--- src/rtl/hex_entry_loader_pkg.sv ---
// hex_entry_pkg
// Shared definitions for the front-panel hex entry loader:
//   - state_e          : FSM state encoding (ENTRY, WRITE)
//   - DB_COUNT_DEFAULT : debounce length in cycles (1 ms at 50 MHz)
//   - shift_nibble()   : appends a switch nibble to the low end of a word
package hex_entry_pkg;

  typedef enum logic [0:0] {
    ENTRY = 1'b0,
    WRITE = 1'b1
  } state_e;

  localparam int unsigned DB_COUNT_DEFAULT = 50000;

  // Older nibbles move toward the MSB so the word reads left to right on the
  // display in the order it was typed.
  function automatic logic [15:0] shift_nibble(input logic [15:0] w, input logic [3:0] n);
    return {w[11:0], n};
  endfunction

endpackage

--- src/rtl/hex_entry_loader_if.sv ---
// hex_entry_loader_if
// Memory write port between the loader (master) and instruction memory (slave).
//   req  : write request, held until ack
//   addr : write address
//   data : write data
//   ack  : single-cycle acknowledge from memory
interface hex_entry_loader_if;
  logic        req;
  logic [7:0]  addr;
  logic [15:0] data;
  logic        ack;

  modport master (output req, output addr, output data, input ack);
  modport slave  (input req, input addr, input data, output ack);
endinterface

--- src/rtl/hex_entry_loader_key_debounce.sv ---
// key_debounce
// Synchronizes and debounces an active-low push key and emits a one-cycle
// pulse on each accepted press (stable 1 -> 0). Release gives no pulse.
// Ports:
//   i_clk, i_rst : clock, asynchronous active-high reset
//   i_key_n      : raw key, active-low, asynchronous, may bounce
//   o_press_evt  : registered one-cycle press pulse
// DB_COUNT must be at least 2.
module key_debounce
  import hex_entry_pkg::*;
#(
  parameter int unsigned DB_COUNT = DB_COUNT_DEFAULT
) (
  input  logic i_clk,
  input  logic i_rst,
  input  logic i_key_n,
  output logic o_press_evt
);

  localparam int unsigned CW = $clog2(DB_COUNT);

  logic          r_sync1;
  logic          r_sync2;
  logic          r_stable;
  logic          r_press;
  logic [CW-1:0] r_cnt;

  always_ff @(posedge i_clk or posedge i_rst) begin
    if (i_rst) begin
      r_sync1  <= 1'b1;
      r_sync2  <= 1'b1;
      r_stable <= 1'b1;
      r_cnt    <= '0;
      r_press  <= 1'b0;
    end else begin
      r_sync1 <= i_key_n;
      r_sync2 <= r_sync1;
      r_press <= 1'b0;
      if (r_sync2 == r_stable) begin
        r_cnt <= '0;
      end else if (r_cnt == CW'(DB_COUNT - 1)) begin
        // Level has differed long enough: accept it. A new level of 0 means
        // the stable level just went 1 -> 0, i.e. a press.
        r_stable <= r_sync2;
        r_cnt    <= '0;
        r_press  <= ~r_sync2;
      end else begin
        r_cnt <= r_cnt + CW'(1);
      end
    end
  end

  assign o_press_evt = r_press;

endmodule

--- src/rtl/hex_entry_loader.sv ---
// hex_entry_loader
// Front-panel word entry: each debounced key press either loads the write
// address (i_sw_mode=1) or shifts in one switch nibble (i_sw_mode=0). The
// fourth nibble issues a memory write via req/ack; the address then advances.
// Ports:
//   i_clk, i_rst : clock, asynchronous active-high reset
//   i_key_n      : raw push key, active-low
//   i_sw_mode    : 0 = nibble entry, 1 = address set
//   i_nibble     : switch nibble shifted in on press
//   i_addr_in    : address loaded on an address-set press
//   mem          : memory write port (master side)
//   o_entry_word : partial word for display
//   o_nib_count  : nibbles entered in the current word
//   o_addr_ptr   : next write address
//   o_busy       : high while a write is outstanding
module hex_entry_loader
  import hex_entry_pkg::*;
#(
  parameter int unsigned DB_COUNT = DB_COUNT_DEFAULT
) (
  input  logic                       i_clk,
  input  logic                       i_rst,
  input  logic                       i_key_n,
  input  logic                       i_sw_mode,
  input  logic [3:0]                 i_nibble,
  input  logic [7:0]                 i_addr_in,
  hex_entry_loader_if.master         mem,
  output logic [15:0]                o_entry_word,
  output logic [1:0]                 o_nib_count,
  output logic [7:0]                 o_addr_ptr,
  output logic                       o_busy
);

  localparam logic [0:0] S_ENTRY = ENTRY;
  localparam logic [0:0] S_WRITE = WRITE;

  logic        w_press_evt;
  logic [0:0]  r_state;
  logic        r_mem_req;
  logic [15:0] r_mem_data;
  logic [15:0] r_entry_word;
  logic [1:0]  r_nib_count;
  logic [7:0]  r_addr_ptr;

  key_debounce #(
    .DB_COUNT (DB_COUNT)
  ) u_key_debounce (
    .i_clk       (i_clk),
    .i_rst       (i_rst),
    .i_key_n     (i_key_n),
    .o_press_evt (w_press_evt)
  );

  always_ff @(posedge i_clk or posedge i_rst) begin
    if (i_rst) begin
      r_state      <= S_ENTRY;
      r_mem_req    <= 1'b0;
      r_mem_data   <= '0;
      r_entry_word <= '0;
      r_nib_count  <= '0;
      r_addr_ptr   <= '0;
    end else begin
      case (r_state)
        S_ENTRY: begin
          if (w_press_evt) begin
            if (i_sw_mode) begin
              r_addr_ptr   <= i_addr_in;
              r_entry_word <= '0;
              r_nib_count  <= '0;
            end else if (r_nib_count != 2'd3) begin
              r_entry_word <= shift_nibble(r_entry_word, i_nibble);
              r_nib_count  <= r_nib_count + 2'd1;
            end else begin
              // Fourth nibble goes straight to the write data; the display
              // word keeps the first three until the write completes.
              r_mem_data <= shift_nibble(r_entry_word, i_nibble);
              r_mem_req  <= 1'b1;
              r_state    <= S_WRITE;
            end
          end
        end
        S_WRITE: begin
          // Presses here are dropped; only the acknowledge moves us on.
          if (mem.ack) begin
            r_mem_req    <= 1'b0;
            r_addr_ptr   <= r_addr_ptr + 8'd1;
            r_entry_word <= '0;
            r_nib_count  <= '0;
            r_state      <= S_ENTRY;
          end
        end
        default: r_state <= S_ENTRY;
      endcase
    end
  end

  assign mem.req      = r_mem_req;
  assign mem.addr     = r_addr_ptr;
  assign mem.data     = r_mem_data;
  assign o_entry_word = r_entry_word;
  assign o_nib_count  = r_nib_count;
  assign o_addr_ptr   = r_addr_ptr;
  assign o_busy       = (r_state == S_WRITE);

endmodule

--- src/flat_wrapper.sv ---
// flat-port wrapper written by rule: the top's interface ports become plain ports
module hex_entry_loader_flat import hex_entry_pkg::*;
#(
  parameter int unsigned DB_COUNT = DB_COUNT_DEFAULT
)
  (i_clk, i_rst, i_key_n, i_sw_mode, i_nibble, i_addr_in, o_entry_word, o_nib_count, o_addr_ptr, o_busy, mem_req, mem_addr, mem_data, mem_ack);
  hex_entry_loader_if mem_i ();
  input  logic i_clk;
  input  logic i_rst;
  input  logic i_key_n;
  input  logic i_sw_mode;
  input  logic [3:0] i_nibble;
  input  logic [7:0] i_addr_in;
  output logic [15:0] o_entry_word;
  output logic [1:0] o_nib_count;
  output logic [7:0] o_addr_ptr;
  output logic o_busy;
  output wire logic [$bits(mem_i.req)-1:0] mem_req;
  output wire logic [$bits(mem_i.addr)-1:0] mem_addr;
  output wire logic [$bits(mem_i.data)-1:0] mem_data;
  input wire logic [$bits(mem_i.ack)-1:0] mem_ack;
  assign mem_req = mem_i.req;
  assign mem_addr = mem_i.addr;
  assign mem_data = mem_i.data;
  assign mem_i.ack = mem_ack;
  hex_entry_loader #(.DB_COUNT(DB_COUNT)) u_core (.i_clk(i_clk), .i_rst(i_rst), .i_key_n(i_key_n), .i_sw_mode(i_sw_mode), .i_nibble(i_nibble), .i_addr_in(i_addr_in), .mem(mem_i), .o_entry_word(o_entry_word), .o_nib_count(o_nib_count), .o_addr_ptr(o_addr_ptr), .o_busy(o_busy));
endmodule
--- config.mk ---
export PLATFORM = sky130hd
export DESIGN_NAME = hex_entry_loader_flat
export DESIGN_NICKNAME = d
export VERILOG_FILES = /design/src/rtl/hex_entry_loader_pkg.sv /design/src/rtl/hex_entry_loader_if.sv /design/src/rtl/hex_entry_loader_key_debounce.sv /design/src/rtl/hex_entry_loader.sv /design/src/flat_wrapper.sv
export SDC_FILE = /design/constraint.sdc
export NUM_CORES = 1
export LEC_CHECK = 0
export ABC_AREA = 1
export BUFFER_PORTS_ARGS = -buffer_cell sky130_fd_sc_hd__buf_2
export CORE_ASPECT_RATIO = 0.8
export CORE_MARGIN = 10
export CORE_UTILIZATION = 53
export DETAILED_ROUTE_END_ITERATION = 8
export PLACE_DENSITY = 0.79
export SLEW_MARGIN = 20
export SYNTH_ARGS = -nofsm -noshare
export SYNTH_HDL_FRONTEND = slang
export SYNTH_SLANG_ARGS = --single-unit
--- constraint.sdc ---
create_clock -name i_clk -period 2.05 [get_ports i_clk]
set_input_delay 0.205 -clock i_clk [delete_from_list [all_inputs] [get_ports i_clk]]
set_output_delay 0.205 -clock i_clk [all_outputs]
set_load 0.05 [all_outputs]
## Word level (Yosys, flattened, before mapping)

Cells that the tools add are included.

- Reductions and logical operators: 5
- Divide/modulo/power cells: 0
- Eq/ne operators: 9
- $mul: 0
- Multiplexer cells: 28
- $lt $le $gt $ge: 0
- Shift-type cells: 0
- Add/sub/neg operators: 3
- Bitwise gates (word level): 5

Operator list:

| operator | count |
|---|---|
| $mux W16 | 6 |
| $pmux W16 S2 | 1 |
| $mux W8 | 3 |
| $add A16 B1 Y16 const B | 1 |
| $eq A16 B16 Y1 const B | 1 |
| $pmux W8 S2 | 1 |
| $ne A2 B2 Y1 const B | 6 |
| $mux W1 | 10 |
| $add A8 B1 Y8 const B | 1 |
| $mux W2 | 4 |
| $reduce_and A4 Y1 | 2 |
| $reduce_and A3 Y1 | 2 |
| $not A1 Y1 | 5 |
| $pmux W1 S2 | 2 |
| $pmux W2 S2 | 1 |
| $ne A3 B2 Y1 const B | 1 |
| $add A2 B1 Y2 const B | 1 |
| $reduce_and A2 Y1 | 1 |
| $eq A1 B1 Y1 | 1 |

- Flip-flop bits (word level): 64
- ROM bits: 0
- Word-level logic and storage cells: 61
- Output and inout bits: 52
- Input port bits: 17
- Latch bits: 0
- Memory bits (writable): 0
- Memories kept: 0

## Logic depth before layout (Yosys ltp)

- Depth after elaboration: 5
- Gate-level depth with buffers: 9

## Cells and area by module

Synthesis repeated with hierarchy kept, for this count alone.

- Cells, all modules: 365
- Area total of the unflattened synthesis: 3258.1 um^2

By module, submodules not included:

| module | area an instance (um^2) | cells each | seq. area each (um^2) | times used |
|---|---|---|---|---|
| hex_entry_loader | 2180.8 | 230 | 1101.1 | 1 |
| key_debounce | 1077.3 | 135 | 504.2 | 1 |

## Worst setup path after synthesis

No wires, ideal clock.

- Kind: reg-to-reg
- From: reg u_core.r_state (netlist: u_core.o_busy)
- To: reg u_core.r_entry_word[9] (netlist: u_core.o_entry_word[9])
- Library setup time: 0.127 ns
- Stages on the path, launching flop included: 10
- Arrival time: 1.462 ns
- Setup slack: 0.460 ns
- Cells stage by stage: dfrtp_1 > buf_6 > inv_2 > nor2_2 > nor2_4 > nand2_4 > inv_4 > nand2_4 > buf_6 > o22ai_1

- Longest elaborated chain between the ends: 3

RTL lines:

| what | line | RTL |
|---|---|---|
| start: declaration | hex_entry_loader.sv:38 | `logic [0:0] r_state;` |
| start signal: assignment | hex_entry_loader.sv:56 | `r_state <= S_ENTRY;` |
| start signal: assignment | hex_entry_loader.sv:78 | `r_state <= S_WRITE;` |
| start signal: assignment | hex_entry_loader.sv:89 | `r_state <= S_ENTRY;` |
| $not A1 Y1 | hex_entry_loader.sv:63 | `case (r_state)` |
| $ne A3 B2 Y1 (no line) or $ne A2 B2 Y1 (tied branches) | -- |  |
| $reduce_and A3 Y1 (no line) | -- |  |
| end signal: assignment | hex_entry_loader.sv:71 | `r_entry_word <= shift_nibble(r_entry_word, i_nibble);` |
| end: declaration | hex_entry_loader.sv:41 | `logic [15:0] r_entry_word;` |

Several ways; a longest one is shown, not always the timed one.
A chain may end at the register's enable or synchronous reset.

## Worst setup path after layout

- From: reg u_core.r_state (netlist: u_core.o_busy)
- To: reg u_core.r_addr_ptr[3] (netlist: u_core.mem.addr[3])

- Longest elaborated chain between the ends: 3

RTL lines:

| what | line | RTL |
|---|---|---|
| $not A1 Y1 | hex_entry_loader.sv:63 |  |
| $ne A2 B2 Y1 (no line) | -- |  |
| $reduce_and A3 Y1 (no line) | -- |  |
| end signal: assignment | hex_entry_loader.sv:67 | `r_addr_ptr <= i_addr_in;` |
| end signal: assignment | hex_entry_loader.sv:86 | `r_addr_ptr <= r_addr_ptr + 8'd1;` |
| end: declaration | hex_entry_loader.sv:43 | `logic [7:0] r_addr_ptr;` |

Several ways; a longest one is shown, not always the timed one.

==> results.json <==
{
  "cp_top_family": "flip-flops",
  "synthCells": 352,
  "design.die.area_mm2": 0.00909,
  "cp-end-kind": "flip-flop",
  "rsz0062_at_grt": "false",
  "drive_above_1_share": 0.248,
  "r2r-end": "u_core.mem.addr[3]$_DFFE_PP0P_",
  "synth_top_area_frac": 0.509,
  "setup_viol": 0,
  "irDropWorstVdd_v": 0.000552,
  "slowest_stage": "dfrtp_1",
  "syn-num-nets": 372,
  "gr-total-overflow": 0,
  "grt_antenna_before_repair": 0,
  "r2r_start": "u_core.o_busy$_DFF_PP0_",
  "yosysSeqAreaShare": 0.535,
  "vias_per_cell": 4.89,
  "reg2reg_setup_slack_ns": 0.37,
  "hold_ws_ns": 0.105,
  "crit_path_max_fanout": 11,
  "cp.depth": 7,
  "worst-setup-path-type": "reg -> reg",
  "p_total_mw": 3.03,
  "slew_viol_final": 0,
  "ys_async_sr_fraction": 1.00,
  "dieWidth_um": 104,
  "htree_num_levels": 3,
  "finalCriticalPeriod_ns": 1.68,
  "cts_tree": "yes",
  "cts_made_buffers": 9,
  "final.period_utilization": 0.817,
  "core_area_mm2": 0.00547,
  "ys_seq_elements": 64,
  "rows": 24,
  "powerDensity_mw_per_mm2": 846,
  "grtUsageTotal": 0.155,
  "crit_required_ns": 2.28,
  "cts_root_buf": "clkbuf_8",
  "synth_cell_types": 33,
  "hp-class": "in -> reg",
  "p_leak_nw": 1.90,
  "worst_setup_path_start_kind": "flip-flop",
  "startpoint": "u_core.o_busy$_DFF_PP0_",
  "post-route-cell-area_mm2": 0.00358,
  "fill_cells": 466,
  "nets": 442,
  "drc": 0,
  "ys.flop_type": "dfrtp_1",
  "grt_pass1_wl_mm": 11.6,
  "grt_pass1_vias": 2557,
  "outcome": "finished, final reports clean",
  "yosysWarnings": 0,
  "cts_buffer_depth": 2,
  "cap_violations": 0,
  "grt_max_degree": 34,
  "boundaryPins": 69,
  "cts_resized": 0,
  "routed_wl_mm": 6.69,
  "yosysMostFrequentCell": "nand2_1",
  "cp.arrival_ns": 1.91,
  "hold_violations": 0,
  "dr.pass1.iters": 4,
  "synthTopCellsByArea": "dfrtp_1 (51%), nand2_1 (10%), nor2_1 (5.8%)",
  "cp_common_cell": "inv_1",
  "clock_latency_ns": 0.34,
  "numPortBuffers": 68,
  "synth-edff-count": 0,
  "path_buf_inv": 3,
  "worst_r2r_path_depth": 7,
  "dpl.hpwl_mm": 4.95,
  "chipHeight_um": 87.3,
  "globalplace.congestion": 0.918,
  "relSlewSlack": 0.569,
  "cp_cell_sequence": "inv_2, nor2_2, inv_1, nand2_1, inv_1, a21oi_1, nor2_1",
  "clkTransAtPathRegs_ns": 0.07,
  "slowest_delay_ns": 0.53,
  "synth_area_leader_cell": "dfrtp_1",
  "fin_worst_skew_ns": 0.00773,
  "worstMarginPinSlew_ns": 0.645,
  "start_util": 0.549,
  "syn_area_mm2": 0.00300,
  "vias": 2468,
  "synth_common_cells": "nand2_1 (81), dfrtp_1 (61), nor2_1 (46)",
  "ant_nets": 0,
  "drt-initial-drc-count": 120,
  "fmax_mhz": 597,
  "diodes": 0,
  "endpoint": "u_core.mem.addr[3]$_DFFE_PP0P_",
  "wl_per_cell_um": 13.2,
  "fin_setup_tns_ns": 0,
  "area_growth_pct": 19.2,
  "avgSynthCellArea_um2": 8.53,
  "place_area_mm2": 0.00336,
  "cts_sinks": 64
}
## logic make-up after synthesis
family,after synthesis,share of synthesized area
fa+ha+maj,3,0.0125
flops,64,0.535
compound gates,49,0.0892
xor+xnor,7,0.0204
buf+inv,62,0.0971
simple gates,166,0.242
mux,1,0.00375
## worst reg2reg max path, stage by stage (launching register included)
cell	delay [ns]
dfrtp_1	0.53
inv_2	0.10
nor2_2	0.16
inv_1	0.09
nand2_1	0.29
inv_1	0.18
a21oi_1	0.16
nor2_1	0.06
## metrics by stage
step / instances / setup WS [ns] / util
after floorplan: 352 / 0.252 / -
after global placement: 487 / 0.472 / 0.615
after detailed placement: 487 / 0.420 / 0.615
after CTS: 505 / 0.383 / 0.655
after global routing: 505 / 0.202 / 0.655
final: 505 / 0.374 / 0.655
## per-layer routing
layer | GRT usage | up-vias | wire [um]
met2 | 0.249 | 91 | 3030
met3 | 0.0814 | 8 | 680
li1 | - | 1248 | -
met5 | 0 | - | 0
met1 | 0.177 | 1121 | 2920
met4 | 0.0479 | 0 | 63
## registers in the layout, indices dropped and copies added, names as in the netlist
name and flops:
u_core.mem.addr 8, u_core.mem.data 16, u_core.mem.req 1, u_core.o_busy 1, u_core.o_entry_word 16, u_core.o_nib_count 2
u_core.u_key_debounce.o_press_evt 1, u_core.u_key_debounce.r_cnt 16, u_core.u_key_debounce.r_stable 1, u_core.u_key_debounce.r_sync1 1, u_core.u_key_debounce.r_sync2 1
## where the power goes
part | internal, mW | switching [mW]
clock network | 0.592 | 0.489
logic | 0.124 | 0.434
registers | 1.33 | 0.0556
total | 2.05 | 0.979
## layout by cell type, fill, tap and decap left out, drive strengths merged, types with 3 or more instances in the layout
cell / count
nand3: 22
nor2: 50
nor3: 5
clkinv: 3
or2: 3
inv: 46
a21oi: 7
clkbuf: 11
nand2: 83
o21ai: 27
dfrtp: 61
buf: 73
xor2: 6
o22ai: 11
ha: 3
dfstp: 3
## area by class of cell
class                           count  area [um2]  share of cell area
Multi-Input combinational cell    226        1100               0.309
Tap cell                           78        97.6              0.0273
Inverter                           46         175              0.0490
Timing Repair Buffer               75         398               0.111
Clock buffer                       11         141              0.0395
Clock inverter                      5        56.3              0.0157
Sequential cell                    64        1610               0.449
## how the worst min path moves through the flow
stage,slack (ns),from,cells after the start,endpoint
2_1_floorplan,0.21,i_key_n,0,u_core.u_key_debounce.r_sync1$_DFF_PP1_
3_3_place_gp,0.31,i_key_n,1,u_core.u_key_debounce.r_sync1$_DFF_PP1_
3_5_place_dp,0.32,i_key_n,1,u_core.u_key_debounce.r_sync1$_DFF_PP1_
4_1_cts,0.09,i_addr_in[2],3,u_core.mem.addr[2]$_DFFE_PP0P_
5_1_grt,0.1,i_addr_in[2],3,u_core.mem.addr[2]$_DFFE_PP0P_
6_report,0.11,i_addr_in[2],3,u_core.mem.addr[2]$_DFFE_PP0P_
## timing repair
action,in CTS,in global routing
hold endpoints to repair,29,0
hold buffers,2,0
setup buffers,0,0
Note: power is estimated with default switching activity, not from simulation.
